**config.mk**
```make
export PLATFORM = sky130hd
export DESIGN_NAME = aud_recorder_flat
export DESIGN_NICKNAME = d
export VERILOG_FILES = /design/src/rtl/aud_recorder_if.sv /design/src/rtl/aud_recorder.sv /design/src/flat_wrapper.sv
export SDC_FILE = /design/constraint.sdc
export NUM_CORES = 1
export LEC_CHECK = 0
export ABC_AREA = 1
export CAP_MARGIN = 20
export CORE_AREA = 2 2 97 99
export DETAILED_ROUTE_END_ITERATION = 8
export DIE_AREA = 0 0 99 101
export PLACE_DENSITY = 0.78
export SYNTH_ARGS = -nofsm -noshare
export SYNTH_HDL_FRONTEND = slang
export SYNTH_SLANG_ARGS = --single-unit
```
**constraint.sdc**
```tcl
create_clock -name i_clk -period 2.55 [get_ports i_clk]
set_input_delay 0.765 -clock i_clk [delete_from_list [all_inputs] [get_ports i_clk]]
set_output_delay 0.765 -clock i_clk [all_outputs]
set_load 0.005 [all_outputs]
```
**src/rtl/aud_recorder_if.sv**
```systemverilog
// SRAM write port driven by the audio recorder: one-cycle strobe with address and data.
interface aud_recorder_if;
   logic [19:0] address;
   logic [15:0] data;
   logic        valid;

   modport master (output address, data, valid);
   modport slave  (input  address, data, valid);
endinterface

```
**src/rtl/aud_recorder.sv**
```systemverilog
// I2S left-channel capture: deserialises 16-bit ADC samples and writes them to
// consecutive SRAM addresses, reporting recorded length and address-space exhaustion.
module aud_recorder (
   input  logic           i_clk,
   input  logic           i_rst_n,
   input  logic           i_lrc,
   input  logic           i_data,
   input  logic           i_start,
   input  logic           i_pause,
   input  logic           i_stop,
   aud_recorder_if.master wr,
   output logic [19:0]    o_len,
   output logic           o_full
);

   typedef enum logic [2:0] {
      S_IDLE,
      S_WAIT,
      S_SKIP,
      S_SHIFT,
      S_WRITE,
      S_PAUSE
   } state_t;

   state_t      state, state_nxt;
   logic        lrc_q;
   logic [3:0]  cnt;
   logic [15:0] shreg;
   logic [19:0] wptr;
   logic [19:0] len_nxt;
   logic        clr_wptr, inc_wptr, ld_len, set_full, capture, clr_cnt;

   always_comb begin
      state_nxt = state;
      clr_wptr  = 1'b0;
      inc_wptr  = 1'b0;
      ld_len    = 1'b0;
      len_nxt   = wptr;
      set_full  = 1'b0;
      capture   = 1'b0;
      clr_cnt   = 1'b0;

      case (state)
         S_IDLE: begin
            if (i_start) begin
               state_nxt = S_WAIT;
               clr_wptr  = 1'b1;
            end
         end
         S_WAIT: begin
            if (lrc_q && !i_lrc) state_nxt = S_SKIP;
         end
         S_SKIP: begin
            state_nxt = S_SHIFT;
            clr_cnt   = 1'b1;
         end
         S_SHIFT: begin
            capture = 1'b1;
            if (cnt == 4'd15) state_nxt = S_WRITE;
         end
         S_WRITE: begin
            inc_wptr = 1'b1;
            if (wptr == '1) begin
               state_nxt = S_IDLE;
               ld_len    = 1'b1;
               len_nxt   = '1;
               set_full  = 1'b1;
            end else begin
               state_nxt = S_WAIT;
            end
         end
         S_PAUSE: begin
            if (i_start) state_nxt = S_WAIT;
         end
         default: state_nxt = S_IDLE;
      endcase

      // Exhaustion already ends the recording with the full length; otherwise
      // stop beats pause, and a stop in WRITE still counts the write in progress.
      if (!set_full) begin
         if (i_stop && state != S_IDLE) begin
            state_nxt = S_IDLE;
            ld_len    = 1'b1;
            len_nxt   = (state == S_WRITE) ? wptr + 20'd1 : wptr;
         end else if (i_pause && (state == S_WAIT || state == S_SKIP ||
                                  state == S_SHIFT || state == S_WRITE)) begin
            state_nxt = S_PAUSE;
         end
      end
   end

   always_ff @(posedge i_clk or negedge i_rst_n) begin
      if (!i_rst_n) begin
         state      <= S_IDLE;
         lrc_q      <= 1'b1;
         cnt        <= '0;
         shreg      <= '0;
         wptr       <= '0;
         o_len      <= '0;
         o_full     <= 1'b0;
         wr.valid   <= 1'b0;
         wr.address <= '0;
         wr.data    <= '0;
      end else begin
         state <= state_nxt;
         lrc_q <= i_lrc;

         if (clr_cnt)      cnt <= '0;
         else if (capture) cnt <= cnt + 4'd1;

         if (capture) shreg <= {shreg[14:0], i_data};

         if (clr_wptr)      wptr <= '0;
         else if (inc_wptr) wptr <= wptr + 20'd1;

         if (ld_len) o_len <= len_nxt;

         if (set_full)      o_full <= 1'b1;
         else if (clr_wptr) o_full <= 1'b0;

         // The strobe and its payload are registered so that address/data
         // hold their last values between writes.
         wr.valid <= (state_nxt == S_WRITE);
         if (state_nxt == S_WRITE) begin
            wr.address <= wptr;
            wr.data    <= {shreg[14:0], i_data};
         end
      end
   end

endmodule

```
**src/flat_wrapper.sv**
```systemverilog
// flat-port wrapper written by rule: the top's interface ports become plain ports
module aud_recorder_flat 
  (i_clk, i_rst_n, i_lrc, i_data, i_start, i_pause, i_stop, o_len, o_full, wr_address, wr_data, wr_valid);
  aud_recorder_if wr_i ();
  input  logic i_clk;
  input  logic i_rst_n;
  input  logic i_lrc;
  input  logic i_data;
  input  logic i_start;
  input  logic i_pause;
  input  logic i_stop;
  output logic [19:0] o_len;
  output logic o_full;
  output wire logic [$bits(wr_i.address)-1:0] wr_address;
  output wire logic [$bits(wr_i.data)-1:0] wr_data;
  output wire logic [$bits(wr_i.valid)-1:0] wr_valid;
  assign wr_address = wr_i.address;
  assign wr_data = wr_i.data;
  assign wr_valid = wr_i.valid;
  aud_recorder u_core (.i_clk(i_clk), .i_rst_n(i_rst_n), .i_lrc(i_lrc), .i_data(i_data), .i_start(i_start), .i_pause(i_pause), .i_stop(i_stop), .wr(wr_i), .o_len(o_len), .o_full(o_full));
endmodule
```
==> key figures <==
Power
  • Static leakage: 0.00288 uW
  • Power Density: 975 nW/um^2
  • Sequential cell fraction of total power: 0.404
  • Internal power: about 3400 uW
  • Fraction of power consumed by the clock network: 0.172
  • Net switching power of the design: 2210 uW
  • Maximum vdd ir drop: 601 uV
  • Net switching fraction of the power: 0.393
  • Combinational power share: 0.424

Timing
  • Final cycle utilization of the critical path: 0.828
  • Slew at the pin closest to its max-slew limit: just over 0.4 ns
  • Worst rel slew slack: 0.725
  • Min Clock Period, post-route: 2.11 ns
  • Final worst slack: ~0.44 ns
  • Number of setup violations in the final report: 0
  • Unrepaired setup endpoints after global routing: no
  • Upper clock frequency limit: 474 MHz
  • Worst setup skew after layout: 0.0101 ns
  • Final Max Slew Viols: 0
  • Hold Vio Cnt, Final: 0
  • Setup total negative slack: 0 ns

Clock tree
  • CTS-repair resized insts: 0
  • CTS root buf: sky130_fd_sc_hd__clkbuf_8
  • # Post-CTS Setup Buffers: 0
  • Number of sinks handled by clock tree synthesis: 101
  • Total CTS buffers: 9
  • Hold buffers post-CTS: 0
  • H-tree levels: 3
  • Deepest clock path buffer count: 2
  • CTS tree: yes
  • Later-pin clock latency in the skew report: around 0.37 ns
  • Clock Pin Slew Worst Setup and Hold Paths: roughly 0.1 ns

Cells and area
  • Most common cell after layout, fill and taps aside: sky130_fd_sc_hd__nand2_1
  • Layout Utilization: 0.643
  • ANT cells: 0
  • Layout Area Growth over Synthesis: 20.2%
  • Fraction of final layout cells with drive strength greater than 1: 0.113
  • Final layout net count: 643
  • Top library cells by usage in the layout, fill and taps aside: sky130_fd_sc_hd__nand2_1 (178), sky130_fd_sc_hd__dfrtp_1 (100), sky130_fd_sc_hd__clkdlybuf4s50_1 (63), sky130_fd_sc_hd__nand3_1 (50), sky130_fd_sc_hd__nor2_1 (48)

Setup path
  • Critical Path AT: 2.41 ns
  • Data required time of the critical path: roughly 2.9 ns
  • Logic depth of the worst setup path including buffers: 8
  • Cells on worst reg2reg path: 8
  • Slowest cell delay on critical path: 0.54 ns
  • Kind of launch point of the worst setup path: flip-flop
  • Critical Path Slowest Stage Cell: sky130_fd_sc_hd__dfrtp_1
  • Cell family with most CP delay: simple AND/OR/NAND/NOR gates
  • Buffers and inverters on the worst path: 1
  • Max FO, Critical Path: 13
  • Cell breakdown of the critical path: ha_1 -> nand3_4 -> nor2_8 -> nand4_2 -> nand2_2 -> buf_4 -> nor2_1 -> a21oi_1
  • WS Path Type: reg -> reg
  • Type of destination of the critical path: flip-flop

Drt
  • Residual DRC: 0
  • Antenna-violating nets left: 0
  • 1st-iter DRT viols: 235
  • Number of vias after detailed routing: 3991
  • DR vias/cell: 5.32
  • Total routed wirelength: 10900 um
  • Routed wire per std cell: roughly 14 um
  • Number of detailed-route iterations in the first pass: 5

Synthesis
  • Number of synthesized flops with an enable pin: 0
  • Total nets after synthesis: 574
  • Seq/Total Area, Yosys: 0.526
  • Number of flip-flops and latches in the synthesized netlist: 101
  • Cells taking the most area after synthesis: sky130_fd_sc_hd__dfrtp_1 (52%), sky130_fd_sc_hd__nand2_1 (14%), sky130_fd_sc_hd__nand3_1 (5.2%), sky130_fd_sc_hd__nor2_1 (3.7%), sky130_fd_sc_hd__inv_1 (3.4%)
  • Main flop type after synthesis: sky130_fd_sc_hd__dfrtp_1
  • Unique masters post-synth: 38
  • Yosys top cell area share: 0.521
  • Syn_area_per_cell: 8.51 um^2
  • Area of the mapped netlist: 4810 um^2
  • Synthesized instance count: 565
  • Ys async rst share: 1.00
  • Cell type contributing the most total cell area after synthesis: sky130_fd_sc_hd__dfrtp_1
  • Syn. warnings: 0

Floorplan
  • Vertical die dimension: 101 um
  • Count of standard-cell rows: 35
  • Starting Density: 0.535
  • Die Area: 10000 um^2
  • Placeable Area: ~9000 um^2
  • I/O pin count: 65
  • Die Width: around 99 um

Global route
  • Number of global-route vias before repair: 3861
  • Largest net degree at the start of global routing: 44
  • Global-route wire length before repair: ~19000 um
  • Congestion Overflow GR: 0
  • Number of antenna violations at the first check in global routing: 0
  • Gr usage total: 0.231

Min path
  • Hold WC Path Type: in -> async

Run status
  • Run status: completed

Place
  • RD Place Congestion: 0.913
  • Worst setup slack after placement: 0.0990 ns
  • Buffers added on ports: 64
  • Half-perimeter wire length of the detailed placement result: just under 8000 um

Run
  • Reported max-cap violation count: 0
## kinds of logic after synthesis
family | synth area share
and+or+nand+nor | 0.295
DFF | 0.526
buffers and inverters | 0.0700
AOI/OAI and AO/OA | 0.0869
xor gates and xnor gates | 0.0146
adders and majority gates | 0.00520
muxes | 0.00208
## worst register-to-register path, delay by kind of cell, from the launching register on
family / cells / cell delay [ns]
AOI/OAI and AO/OA: 1 / 0.11
adders and majority gates: 1 / 0.30
buffers and inverters: 1 / 0.20
DFF: 1 / 0.54
and+or+nand+nor: 5 / 0.89
## sequential cells by signal (all words and copies together) (netlist names)
signal / cells
u_core.wr.valid: 1
u_core.o_full: 1
u_core.lrc_q: 1
u_core.o_len: 20
u_core.shreg: 15
u_core.cnt: 4
u_core.wr.address: 20
u_core.wptr: 20
u_core.state: 3
u_core.wr.data: 16
## layout make-up
cell class | instances | area (um^2)
fill | 733 | 3200
sequential | 101 | 2530
multi-input combinational | 392 | 1940
timing repair buffer | 77 | 786
inverter | 53 | 199
tap | 111 | 139
clock buffer | 10 | 128
clock inverter | 6 | 55.1
## path summary, 6_finish.rpt
kind	startpoint	end	slack (ns)
max	u_core.wptr[0]	u_core.o_len[15]	0.44
min	i_rst_n	u_core.wr.data[13]	0.31
max reg2reg	u_core.wptr[0]	u_core.o_len[15]	0.44
min reg2reg	u_core.wr.data[1]	u_core.wr.data[1]	0.48
max in group asynchronous	i_rst_n	u_core.shreg[9]	1.65
min in group i_clk	u_core.wr.data[1]	u_core.wr.data[1]	0.48
## synth_stat cells, drive strengths merged (4+ instances only)
| library cell | count |
|---|---|
| nand2 | 194 |
| clkbuf | 4 |
| a21oi | 24 |
| nor2 | 53 |
| dfrtp | 100 |
| inv | 53 |
| nor3 | 4 |
| o22ai | 10 |
| o21ai | 31 |
| buf | 15 |
| nand3 | 53 |
| nand4 | 7 |
| o211ai | 4 |
| xor2 | 7 |
## power groups by stage
stage / registers, uW / logic (uW) / clock network, uW
global placement: 2300 / 2320 / 0
detailed placement: 2310 / 2380 / 0
global route: 2330 / 2640 / 1050
floorplan: 2270 / 1430 / 0
finish: 2280 / 2390 / 970
CTS: 2280 / 2400 / 987
## metal layers
layer | track usage | part of all wire
met5 | 0 | 0
met4 | 0.0906 | 0.022
met3 | 0.0291 | 0.048
met2 | 0.374 | 0.47
met1 | 0.320 | 0.46
## per-stage QoR
step / std cells / hold WS [ns] / power (uW) / instance area [um^2]
after floorplan: 565 / 0.454 / 3700 / 4810
after global placement: 734 / 0.454 / 4610 / 5590
after detailed placement: 734 / 0.459 / 4690 / 5590
after CTS: 750 / 0.319 / 5660 / 5780
after global routing: 750 / 0.329 / 6030 / 5780
final: 750 / 0.314 / 5630 / 5780
No activity file was read; power rests on OpenSTA's default activity.
